File: config.mk
export PLATFORM = sky130hd
export DESIGN_NAME = cnv_row_acc
export DESIGN_NICKNAME = d
export VERILOG_FILES = /design/src/rtl/cnv_row_acc.sv
export SDC_FILE = /design/constraint.sdc
export NUM_CORES = 1
export LEC_CHECK = 0
export ABC_AREA = 1
export BUFFER_PORTS_ARGS = -buffer_cell sky130_fd_sc_hd__buf_4
export CORE_ASPECT_RATIO = 1.5
export CORE_MARGIN = 10
export CORE_UTILIZATION = 45
export CTS_CLUSTER_DIAMETER = 200
export DETAILED_ROUTE_END_ITERATION = 16
export PLACE_DENSITY_LB_ADDON = 0.08
export SETUP_SLACK_MARGIN = 0.1
export SYNTH_ARGS = -nofsm -noshare
export SYNTH_HDL_FRONTEND = slang
export SYNTH_SLANG_ARGS = --single-unit
File: constraint.sdc
create_clock -name clk -period 6.35 [get_ports clk]
set_input_delay 0.9525 -clock clk [delete_from_list [all_inputs] [get_ports clk]]
set_output_delay 0.9525 -clock clk [all_outputs]
set_load 0.05 [all_outputs]
File: src/rtl/cnv_row_acc.sv
// Convolution row accumulator: reduces KERNEL_SIZE MAC lanes into a seeded row buffer, then drains it.
// Optional saturation with a sticky overflow flag when CNV_ROW_ACC_SAT_EN is defined.
module cnv_row_acc #(
  parameter int KERNEL_SIZE = 3,
  parameter int MAC_WIDTH   = 21,
  parameter int PSUM_WIDTH  = 24,
  parameter int LENPSUM     = 16,
  localparam int AW = (LENPSUM > 1) ? $clog2(LENPSUM) : 1
) (
  input  logic                          clk,
  input  logic                          rst_n,
  input  logic                          PECCNV_StaRow,
  input  logic                          PECCNV_BypIn,
  input  logic                          PECCNV_Abt,
  input  logic [PSUM_WIDTH*LENPSUM-1:0] CNVIN_Psum,
  input  logic                          MACCNV_Vld,
  output logic                          CNVMAC_Rdy,
  input  logic [MAC_WIDTH*KERNEL_SIZE-1:0] MACCNV_Mac,
  output logic                          CNVOUT_Vld,
  input  logic                          CNVOUT_Rdy,
  output logic [PSUM_WIDTH-1:0]         CNVOUT_Psum,
  output logic [AW-1:0]                 CNVOUT_Addr,
  output logic                          CNVOUT_Last,
  output logic                          CNVPEC_FnhRow,
  output logic                          CNVPEC_Busy,
  output logic                          CNVPEC_Ovf
);

  localparam logic [AW-1:0] LAST = AW'(LENPSUM - 1);

  typedef enum logic [1:0] {
    IDLE,
    ACC,
    DRAIN
  } state_t;

  state_t state;
  logic [AW-1:0] addr;
  logic [PSUM_WIDTH-1:0] psum_buf [LENPSUM];
  logic fnh_q;
  logic ovf_q;

  logic signed [MAC_WIDTH-1:0]  lane;
  logic signed [PSUM_WIDTH-1:0] lane_sum;
  logic signed [PSUM_WIDTH-1:0] cur;
  logic [PSUM_WIDTH-1:0]        wr_val;
  logic                         clip;
  logic                         acc_hs;
  logic                         out_hs;
  logic                         at_last;

  always_comb begin
    lane_sum = '0;
    lane     = '0;
    for (int k = 0; k < KERNEL_SIZE; k++) begin
      lane     = MACCNV_Mac[k*MAC_WIDTH +: MAC_WIDTH];
      lane_sum = lane_sum + PSUM_WIDTH'(lane);
    end
  end

  assign cur = psum_buf[addr];

`ifdef CNV_ROW_ACC_SAT_EN
  localparam logic [PSUM_WIDTH-1:0] PMAX = {1'b0, {(PSUM_WIDTH-1){1'b1}}};
  localparam logic [PSUM_WIDTH-1:0] PMIN = {1'b1, {(PSUM_WIDTH-1){1'b0}}};
  logic signed [PSUM_WIDTH:0] wide;

  // One guard bit exposes overflow of the seed add.
  always_comb begin
    wide = {cur[PSUM_WIDTH-1], cur} +
           {lane_sum[PSUM_WIDTH-1], lane_sum};
    clip = wide[PSUM_WIDTH] != wide[PSUM_WIDTH-1];
    if (!clip)
      wr_val = wide[PSUM_WIDTH-1:0];
    else if (wide[PSUM_WIDTH])
      wr_val = PMIN;
    else
      wr_val = PMAX;
  end
`else
  always_comb begin
    wr_val = cur + lane_sum;
    clip   = 1'b0;
  end
`endif

  assign at_last = addr == LAST;
  assign acc_hs  = (state == ACC) && MACCNV_Vld;
  assign out_hs  = (state == DRAIN) && CNVOUT_Rdy;

  always_ff @(posedge clk) begin
    if (!rst_n) begin
      state <= IDLE;
      addr  <= '0;
      fnh_q <= 1'b0;
      ovf_q <= 1'b0;
      for (int i = 0; i < LENPSUM; i++)
        psum_buf[i] <= '0;
    end else begin
      fnh_q <= 1'b0;
      case (state)
        IDLE: begin
          if (PECCNV_StaRow && !PECCNV_Abt) begin
            for (int i = 0; i < LENPSUM; i++)
              psum_buf[i] <= PECCNV_BypIn ? '0 :
                CNVIN_Psum[i*PSUM_WIDTH +: PSUM_WIDTH];
            addr  <= '0;
            ovf_q <= 1'b0;
            state <= ACC;
          end
        end
        ACC: begin
          if (PECCNV_Abt) begin
            state <= IDLE;
            addr  <= '0;
          end else if (acc_hs) begin
            psum_buf[addr] <= wr_val;
            ovf_q <= ovf_q | clip;
            if (at_last) begin
              addr  <= '0;
              state <= DRAIN;
            end else begin
              addr <= addr + AW'(1);
            end
          end
        end
        DRAIN: begin
          if (PECCNV_Abt) begin
            state <= IDLE;
            addr  <= '0;
          end else if (out_hs) begin
            if (at_last) begin
              addr  <= '0;
              state <= IDLE;
              fnh_q <= 1'b1;
            end else begin
              addr <= addr + AW'(1);
            end
          end
        end
        default: begin
          state <= IDLE;
          addr  <= '0;
        end
      endcase
    end
  end

  assign CNVMAC_Rdy    = state == ACC;
  assign CNVOUT_Vld    = state == DRAIN;
  assign CNVOUT_Psum   = psum_buf[addr];
  assign CNVOUT_Addr   = addr;
  assign CNVOUT_Last   = (state == DRAIN) && at_last;
  assign CNVPEC_FnhRow = fnh_q;
  assign CNVPEC_Busy   = state != IDLE;
  assign CNVPEC_Ovf    = ovf_q;

endmodule

==> key figures <==
Status
  – Status: finished, final reports clean

Setup path
  – CP Class: reg2reg
  – Req. time, crit path: approximately 6.7 ns
  – CP Capture Type: register
  – Setup crit end: psum_buf[1][21]
  – Worst reg-to-reg setup slack: between 1 and 1.5 ns
  – Critical path startpoint category: register
  – Crit path arrival time: between 5 and 6 ns
  – Maximum fanout along the worst path: 29
  – Reg-to-reg endpoint: psum_buf[1][21]
  – R2r worst-path depth: 18

Drt
  – WL/cell: around 26 um
  – Routed vias/inst: approximately 5.8
  – Post-route antenna net violation count: 0
  – Initial DRC count: around 2.2k
  – Vias: about 22k
  – Drc violations: 0
  – Drt total wl: between 90000 and 100000 um
  – Pre-antenna DRT Iters: 6

Floorplan
  – Core ar.: approximately 51000 um^2
  – Die footprint: about 61000 um^2
  – DIE HEIGHT: between 200 and 300 um
  – Initial Util: 45.4%
  – Number of I/O pins: 488
  – Die width: 204 um
  – Rows: about 100

Clocking
  – # resized after CTS: 0
  – CTS tree: yes
  – Number of clock sinks: about 400
  – CTS Hold Bufs: 0
  – Post-CTS Setup Inserts: 0
  – CTS Root Cell: clkbuf_16
  – H-tree Lvls: 2
  – Max Buffers Root-to-Sink: 3
  – CTS Buf Count: between 40 and 50
  – Clk slew on worst S/H paths: roughly 0.06 ns
  – Clock latency on the worst-skew pair: between 0.5 and 0.6 ns

Power
  – Sequential Power Share: 28.9%
  – P_sw: roughly 5.3 mW
  – Comb pwr share: 49.3%
  – Peak supply drop: roughly 0.00028 V
  – Internal Power: about 5.8 mW
  – Switch share: a little under half
  – Clock network power share: between 20% and 30%
  – PD cells: a little under 400 nW/um^2
  – Pleak: roughly 12 nW

Finish
  – Share of cells above drive strength 1: roughly a fifth
  – Commonest non-fill, non-tap cell in the layout: nand2_1
  – Final #Nets: 3585
  – Filler instances: ~4.7k
  – Layout area overhead: 23.8%
  – Commonest non-fill, non-tap cells in the layout: nand2_1, buf_4, o21ai_0

STA
  – Slew margin rel.: 24.0%
  – Final setup vio count: 0
  – WHS: 0.531 ns
  – RSZ-0062 raised after global routing: false
  – Final Cycle Share: 82.9%
  – Tmin final: 5.26 ns
  – Fin Setup TNS: 0 ns
  – Max Freq: 190 MHz
  – Slew Limit Fails: 0
  – Max Clock Skew: approximately 0.028 ns
  – Worst Tran Pin Value: 1.14 ns
  – Final Hold Viols: 0

GRT
  – First-pass GRT wire length: roughly 140000 um
  – Initial antenna violation count: 2
  – Largest net degree at the start of global routing: 97
  – Gr usage total: between 30 and 40%
  – Total gr overflow: 0
  – Vias in the first global route: ~22k

Worst hold path
  – HP Class: reg2reg

Placed design
  – I/O Buffers: a little under 500
  – Dpl hpwl: between 70000 and 80000 um
  – RD Place Congestion: ~0.99

Synthesis
  – Synth Register Bits: about 400
  – Post-synthesis cell count: roughly 2.6k
  – Register area share after synthesis: 51.2%
  – Unique masters post-synth: 44
  – Synth Warn #: 0
  – Synthesized cell area: between 20000 and 25000 um^2
  – Syn_nets: approximately 3.2k
  – Syn Area/Cell: 8.68 um^2

Job
  – Maximum capacitance violations: 0
area by class of cell:
class	count	area, um^2	area share, %
Inverter	225	848	2.98
Tap cell	669	837	2.94
Antenna cell	1	2.50	0.00880
Clock buffer	49	1080	3.79
Clock inverter	26	219	0.770
Timing Repair Buffer	544	4150	14.6
Multi-Input combinational cell	1849	9540	33.6
Sequential cell	395	11800	41.4
cells by family after synthesis:
| group | synth area share [%] |
|---|---|
| DFF | 51.2 |
| xor gates and xnor gates | 0.414 |
| and+or+nand+nor | 21.3 |
| buffers and inverters | 7.32 |
| AOI/OAI and AO/OA | 14.2 |
| other | 0.0163 |
| adders and majority gates | 5.53 |
metrics by stage:
step / power, mW / std cells / worst slack (ns) / utilization [%] / instance area [um^2]
3_5_place_dp: 8.61 / 3682 / 1.19 / 53.7 / 27100
5_1_grt: 11.5 / 3758 / 0.876 / 56.2 / 28400
3_3_place_gp: 8.59 / 3682 / 1.32 / 53.7 / 27100
2_1_floorplan: 6.31 / 2644 / 2.16 / - / 23000
6_report: 11.1 / 3758 / 1.09 / 56.2 / 28400
4_1_cts: 11.0 / 3757 / 1.19 / 56.2 / 28400
how the worst min path moves through the flow:
stage,startpoint,to,depth (start not counted)
global placement,state[0],state[0],2
floorplan,state[0],state[0],2
global route,state[0],state[0],2
detailed placement,state[0],state[0],2
CTS,state[0],state[0],2
finish,state[0],state[0],2
critical path, stage by stage, from the launching register on:
cell and delay (ns):
dfxtp_4 0.42, inv_4 0.26, buf_4 0.37, o21ai_0 0.13, o221ai_1 0.34, o211ai_1 0.14, nand2_1 0.15, inv_1 0.07
fa_1 0.46, inv_1 0.07, ha_1 0.22, inv_1 0.08, fa_1 0.49, o21bai_1 0.56, nand4_1 0.21, nand3_1 0.14
nand2_1 0.53, nand3_1 0.23, nand2_1 0.08
synth_stat cells, drive strengths merged:
| cell | number | area share, % |
|---|---|---|
| o21ai | 434 | 9.5 |
| fa | 44 | 3.8 |
| nand3b | 5 | 0.20 |
| buf | 78 | 2.0 |
| a21oi | 29 | 0.66 |
| and2 | 1 | 0.027 |
| xnor2 | 7 | 0.27 |
| nand2 | 698 | 11 |
| ha | 31 | 1.7 |
| a211oi | 2 | 0.065 |
| dfxtp | 11 | 0.96 |
| clkinv | 4 | 0.065 |
| or2 | 2 | 0.055 |
| o211ai | 18 | 0.59 |
| nor2 | 248 | 4.3 |
| inv | 221 | 3.6 |
| nand4 | 10 | 0.30 |
| o22ai | 18 | 0.49 |
| a31oi | 2 | 0.054 |
| edfxtp | 384 | 50 |
| o221ai | 74 | 2.8 |
| nor3 | 11 | 0.31 |
| conb | 1 | 0.016 |
| o21bai | 3 | 0.098 |
| clkbuf | 97 | 1.6 |
| xor2 | 3 | 0.15 |
| nand3 | 208 | 4.6 |
flip-flops by register name, indices dropped and copies added, names as in the netlist, named ones only:
name           cells
CNVPEC_FnhRow      1
state              2
psum_buf         384
CNVOUT_Addr        4
power groups by stage:
stage               clock network, mW  registers [mW]  logic (mW)
finish                           2.42            3.22        5.48
global placement                    0            3.27        5.32
floorplan                           0            3.24        3.07
global route                     2.51            3.23        5.79
detailed placement                  0            3.27        5.34
CTS                              2.41            3.21        5.35
routing by layer:
layer  vias to the layer above  wire (um)  track usage, %
met5                         -         13               0
met1                     10600      36200            37.9
met4                         2       4250            13.4
met2                      1325      48400            53.3
met3                       195       9180            5.71
li1                       9850          -               -
Note: power is estimated with default switching activity, not from simulation.
